[src/rtl/inst_buffer_if.sv]
// Fetch/dispatch bundle for inst_buffer.
// Handshake: the fetch unit presents fetch_valid/fetch_packets. The group is
// taken in full on a rising clock edge only when enq_accept is high in that
// cycle; otherwise nothing is taken and fetch must hold the same group.
// The decoder sees out_valid/out_packets and consumes dispatch_num head
// packets at the edge. dispatch_num must never exceed popcount(out_valid).
interface inst_buffer_if #(
    parameter int DEPTH = 8,
    parameter int N     = 2,
    parameter int PKT_W = 32
);
    localparam int CW = $clog2(DEPTH + 1);
    localparam int NW = $clog2(N + 1);

    logic                      squash;
    logic [N-1:0]              fetch_valid;
    logic [N-1:0][PKT_W-1:0]   fetch_packets;
    logic [NW-1:0]             dispatch_num;
    logic [N-1:0][PKT_W-1:0]   out_packets;
    logic [N-1:0]              out_valid;
    logic                      enq_accept;
    logic [CW-1:0]             free_slots;

    // Fetch/decode side: drives fetch groups, squash and dispatch count.
    modport master (
        output squash, fetch_valid, fetch_packets, dispatch_num,
        input  out_packets, out_valid, enq_accept, free_slots
    );

    // Buffer side.
    modport slave (
        input  squash, fetch_valid, fetch_packets, dispatch_num,
        output out_packets, out_valid, enq_accept, free_slots
    );
endinterface

[src/rtl/inst_buffer.sv]
// Instruction buffer between fetch and decode: circular buffer of DEPTH fetch
// packets, up to N enqueued and N dispatched per cycle, zero-latency dequeue.
// Optional macro INST_BUFFER_BYPASS_EN: when the buffer is empty, fetch packets
// are shown on the outputs in the same cycle and only the undispatched
// remainder is stored.
module inst_buffer #(
    parameter int DEPTH = 8,
    parameter int N     = 2,
    parameter int PKT_W = 32
) (
    input logic         clock,
    input logic         reset,
    inst_buffer_if.slave bus
);
    localparam int PW = $clog2(DEPTH);
    localparam int CW = $clog2(DEPTH + 1);
    localparam int NW = $clog2(N + 1);

    logic [PKT_W-1:0]        mem [DEPTH];
    logic [PW-1:0]           head_q;
    logic [PW-1:0]           tail_q;
    logic [CW-1:0]           occ_q;

    logic [NW-1:0]           fetch_cnt;
    logic [NW-1:0]           avail;
    logic [NW-1:0]           deq_cnt;
    logic [NW-1:0]           stor_deq;
    logic [NW-1:0]           skip;
    logic [NW-1:0]           enq_cnt;
    logic [CW-1:0]           free_slots;
    logic                    enq_accept;
    logic                    bypass_act;
    logic [N-1:0][PKT_W-1:0] stor_pkts;
    logic [N-1:0]            stor_valid;
    logic [N-1:0][PKT_W-1:0] out_pkts;
    logic [N-1:0]            out_vld;
    logic [N-1:0][PKT_W-1:0] wr_data;

    // Number of packets in the incoming fetch group.
    always_comb begin
        fetch_cnt = '0;
        for (int i = 0; i < N; i++) begin
            fetch_cnt = fetch_cnt + NW'(bus.fetch_valid[i]);
        end
    end

    // Space is judged on registered occupancy only; a same-cycle dequeue
    // never frees room for the current group.
    assign free_slots = CW'(DEPTH) - occ_q;
    assign enq_accept = !bus.squash && !reset && (CW'(fetch_cnt) <= free_slots);

`ifdef INST_BUFFER_BYPASS_EN
    assign bypass_act = (occ_q == '0) && !bus.squash && !reset;
`else
    assign bypass_act = 1'b0;
`endif

    // Head window of the storage in program order.
    always_comb begin
        for (int i = 0; i < N; i++) begin
            stor_pkts[i]  = mem[head_q + PW'(i)];
            stor_valid[i] = (occ_q > CW'(i));
        end
    end

    assign out_pkts = bypass_act ? bus.fetch_packets : stor_pkts;
    assign out_vld  = bypass_act ? bus.fetch_valid   : stor_valid;

    assign bus.out_packets = out_pkts;
    assign bus.out_valid   = out_vld;
    assign bus.enq_accept  = enq_accept;
    assign bus.free_slots  = free_slots;

    // Packets visible to the decoder; illegal dispatch counts are clamped to it.
    always_comb begin
        avail = '0;
        for (int i = 0; i < N; i++) begin
            avail = avail + NW'(out_vld[i]);
        end
    end

    assign deq_cnt  = (bus.dispatch_num > avail) ? avail : bus.dispatch_num;
    // Bypassed packets are consumed straight from fetch and never stored.
    assign stor_deq = bypass_act ? '0 : deq_cnt;
    assign skip     = bypass_act ? deq_cnt : '0;
    assign enq_cnt  = enq_accept ? (fetch_cnt - skip) : '0;

    // Stored packet i comes from fetch slot i+skip (skip past bypassed ones).
    always_comb begin
        wr_data = '0;
        for (int i = 0; i < N; i++) begin
            for (int j = 0; j < N; j++) begin
                if (j == i + int'(skip)) begin
                    wr_data[i] = bus.fetch_packets[j];
                end
            end
        end
    end

    // Pointer and occupancy update; squash and reset discard everything.
    always_ff @(posedge clock) begin
        if (reset || bus.squash) begin
            head_q <= '0;
            tail_q <= '0;
            occ_q  <= '0;
        end else begin
            head_q <= head_q + PW'(stor_deq);
            tail_q <= tail_q + PW'(enq_cnt);
            occ_q  <= occ_q + CW'(enq_cnt) - CW'(stor_deq);
        end
    end

    // Entry writes at tail; entries are never cleared on dequeue.
    always_ff @(posedge clock) begin
        for (int i = 0; i < N; i++) begin
            if (NW'(i) < enq_cnt) begin
                mem[tail_q + PW'(i)] <= wr_data[i];
            end
        end
    end

    // Flag decoders asking for more packets than are shown.
    always_ff @(posedge clock) begin
        if (!reset && !bus.squash) begin
            a_dispatch_legal: assert (bus.dispatch_num <= avail);
        end
    end
endmodule

[src/flat_wrapper.sv]
// flat-port wrapper written by rule: the top's interface ports become plain ports
module inst_buffer_flat 
#(
    parameter int DEPTH = 8,
    parameter int N     = 2,
    parameter int PKT_W = 32
)
  (clock, reset, bus_squash, bus_fetch_valid, bus_fetch_packets, bus_dispatch_num, bus_out_packets, bus_out_valid, bus_enq_accept, bus_free_slots);
  inst_buffer_if #(.DEPTH(DEPTH), .N(N), .PKT_W(PKT_W)) bus_i ();
  input logic clock;
  input logic reset;
  input wire logic [$bits(bus_i.squash)-1:0] bus_squash;
  input wire logic [$bits(bus_i.fetch_valid)-1:0] bus_fetch_valid;
  input wire logic [$bits(bus_i.fetch_packets)-1:0] bus_fetch_packets;
  input wire logic [$bits(bus_i.dispatch_num)-1:0] bus_dispatch_num;
  output wire logic [$bits(bus_i.out_packets)-1:0] bus_out_packets;
  output wire logic [$bits(bus_i.out_valid)-1:0] bus_out_valid;
  output wire logic [$bits(bus_i.enq_accept)-1:0] bus_enq_accept;
  output wire logic [$bits(bus_i.free_slots)-1:0] bus_free_slots;
  assign bus_i.squash = bus_squash;
  assign bus_i.fetch_valid = bus_fetch_valid;
  assign bus_i.fetch_packets = bus_fetch_packets;
  assign bus_i.dispatch_num = bus_dispatch_num;
  assign bus_out_packets = bus_i.out_packets;
  assign bus_out_valid = bus_i.out_valid;
  assign bus_enq_accept = bus_i.enq_accept;
  assign bus_free_slots = bus_i.free_slots;
  inst_buffer #(.DEPTH(DEPTH), .N(N), .PKT_W(PKT_W)) u_core (.clock(clock), .reset(reset), .bus(bus_i));
endmodule
[config.mk]
export PLATFORM = sky130hd
export DESIGN_NAME = inst_buffer_flat
export DESIGN_NICKNAME = d
export VERILOG_FILES = /design/src/rtl/inst_buffer_if.sv /design/src/rtl/inst_buffer.sv /design/src/flat_wrapper.sv
export SDC_FILE = /design/constraint.sdc
export NUM_CORES = 1
export LEC_CHECK = 0
export CAP_MARGIN = 20
export CORE_MARGIN = 4
export CORE_UTILIZATION = 40
export DETAILED_ROUTE_END_ITERATION = 12
export PLACE_DENSITY = 0.59
export REMOVE_ABC_BUFFERS = 1
export SLEW_MARGIN = 10
export SYNTH_ARGS = -nofsm -noshare
export SYNTH_HDL_FRONTEND = slang
export SYNTH_SLANG_ARGS = --single-unit
[constraint.sdc]
create_clock -name clock -period 5.26 [get_ports clock]
set_input_delay 1.052 -clock clock [delete_from_list [all_inputs] [get_ports clock]]
set_output_delay 1.052 -clock clock [all_outputs]
set_load 0.01 [all_outputs]
==> results.json <==
{
  "status": "completed",
  "max_slew.worst_pin.slew_ps": 904.8,
  "yosysTopAreaCellShare_pct": 47.80,
  "clk_latency_ps": 510,
  "grt_util_met3_pct": 3.227,
  "start_util_pct": 40.48,
  "cts_buffer_depth": 3,
  "clk_pin_slew_worst_paths_ps": 60,
  "grt_pass1_vias": 9806,
  "irDropWorstVdd_mv": 0.3984,
  "top_usage_layer": "met2",
  "cts_hold_buffers": 0,
  "combinationalPowerShare_pct": 43.1,
  "clock_sinks": 266,
  "finClkSkew_ps": 20.48,
  "fin_crit_ps": 4654,
  "first_pass_iters": 5,
  "cts_tree": "yes",
  "fp.dieArea_um2": 43480,
  "final_cell_count_no_fill": 1593,
  "cp-end-kind": "output port",
  "gp_congestion": 0.7653,
  "cts_resized": 0,
  "io_pins": 142,
  "syn_area_um2": 16080,
  "power_density_nw_per_um2": 420.9,
  "crit_required_ps": 4210,
  "yosysMostFrequentCell": "edfxtp_1",
  "power_leakage_nw": 6.106,
  "placed_cells": 1530,
  "rows": 73,
  "fill_cells": 3439,
  "use_met1_pct": 27.39,
  "numPortBuffers": 141,
  "grt_pass1_wl_mm": 63.17,
  "synth-seq-cells": 266,
  "grt-ovfl-total": 0,
  "post_cts_buffers": 0,
  "seq_area_frac_synth_pct": 49.04,
  "synth_commonest_cells": "256 x edfxtp_1, 237 x mux2_2, 128 x mux4_2",
  "fin_nets": 1133,
  "ff_latch_area_um2": 7896,
  "clkPwrFrac_pct": 26.6,
  "grt_util_all_layers_pct": 19.19,
  "die_h_um": 208.5,
  "swShare_pct": 30.37,
  "fmax_mhz": 214.9,
  "synth.area.top_cells": "edfxtp_1 48%, mux4_2 18%, mux2_2 17%",
  "vias": 9085,
  "crit_arrival_ps": 3600,
  "power.internal_mw": 5.617,
  "routedWlPerCell_um": 26.52,
  "maxSlewHeadroom_pct": 39.68,
  "yosysUniqueCellTypes": 37,
  "syn_inst": 902,
  "numCtsBuffers": 34,
  "pwr-share-seq_pct": 30.3,
  "synth-edff-count": 256,
  "yosysTopAreaCell": "edfxtp_1",
  "hp-class": "flip-flop to flip-flop",
  "multiInputGateArea_um2": 7801,
  "clock-root-buffer": "clkbuf_16",
  "finalCritPeriodShare_pct": 88.48,
  "dominantRegCellSynth": "edfxtp_1",
  "syn_to_final_growth_pct": 19.18,
  "hpwl_mm": 24.63,
  "finalMaxSlewViolations": 0,
  "routed_wl_mm": 42.25,
  "drive_gt1_share_pct": 51.08,
  "antenna_found_initial": 6,
  "setup_viol": 0,
  "postSynthAreaPerCell_um2": 17.83,
  "viasPerCell": 5.703,
  "rsz0062_at_grt": "false",
  "cp-start-kind": "input pin",
  "core_um2": 39730,
  "die_x_um": 208.5,
  "crit_fanout": 10,
  "netSwitchingPower_mw": 2.450,
  "synth_warnings": 0,
  "async_flop_share_pct": 0,
  "utilization_pct": 48.24,
  "drtIter0Drc": 444,
  "h-tree-depth": 2,
  "maxCapViolCount": 0,
  "postRouteAntennaNets": 0,
  "path_class": "input pin to output port",
  "final_hold_viol_count": 0,
  "grt_use_met2_pct": 31.30,
  "finalPower_mw": 8.067,
  "drc": 0,
  "grt_max_degree": 130
}
critical path: stages:
cell and delay, ps:
clkdlybuf4s50_1 400, ha_1 250, ha_1 300, nor2b_1 130, a22o_1 130, buf_4 260
and2_2 500, nor2_1 70, clkdlybuf4s50_1 500
sequential cells by signal (all words and copies together) (netlist names):
register,flops
u_core.mem,256
u_core.occ_q,4
u_core.tail_q,3
u_core.head_q,3
layer usage:
metal	vias up	part of all wire, %
li1	3983	-
met1	4840	46
met2	197	48
met3	57	4.2
met4	8	1.6
met5	-	0.11
power by group through the flow:
stage	Sequential (mW)	Combinational, mW	Clock, mW
finish	2.44	3.48	2.14
global route	2.45	3.76	2.29
CTS	2.45	3.56	2.19
detailed placement	2.49	3.54	0
global placement	2.49	3.53	0
floorplan	2.68	2.23	0
per-stage QoR:
step           worst slack, ps  hold slack [ps]  TNS (ps)  area (µm²)
2_1_floorplan            -2614            595.7   -105840       15630
3_3_place_gp             621.2            651.6         0       18140
3_5_place_dp             568.6            658.7         0       18140
4_1_cts                  568.0            675.2         0       19170
5_1_grt                  435.8            713.7         0       19170
6_report                 605.8            679.2         0       19170
layout make-up:
type                    count  share of cell area, %
multi-input cells         554                  40.70
flip-flops and latches    266                  41.19
repair buffers            169                  8.982
inverters                  16                 0.3133
clock inverters            12                 0.2872
clock buffers              50                  5.085
diodes                      1                0.01305
well taps                 525                  3.427
worst paths after layout:
path         slack [ps]  depth (start not counted)               start                to
min                 680                          2    u_core.tail_q[2]  u_core.tail_q[2]
min reg2reg         680                          2    u_core.tail_q[2]  u_core.tail_q[2]
max                 610                          9  bus_fetch_valid[0]    bus_enq_accept
max reg2reg        1660                         16     u_core.occ_q[0]   u_core.occ_q[3]
cell families after synthesis:
kind of cell               count (synthesis)  share of synthesized area [%]
muxes                                    449                          42.36
DFF                                      266                          49.04
buffers and inverters                     82                          3.205
and+or+nand+nor                           52                          1.696
AOI/OAI and AO/OA                         25                          1.494
adders and majority gates                 21                          1.820
xor gates and xnor gates                   7                         0.3812
cell usage in the layout, fill, tap and decap left out, types with 7 or more instances in the layout:
cell	count
mux2_2	237
buf_4	20
clkbuf_16	37
buf_12	8
ha_1	16
dfxtp_1	7
inv_1	16
a21oi_4	16
mux2_4	84
mux4_2	128
edfxtp_1	256
clkbuf_1	13
clkinv_1	9
clkdlybuf4s50_1	141
nand2_1	11
nor2_1	16
Power figures use the tool's default switching activity.
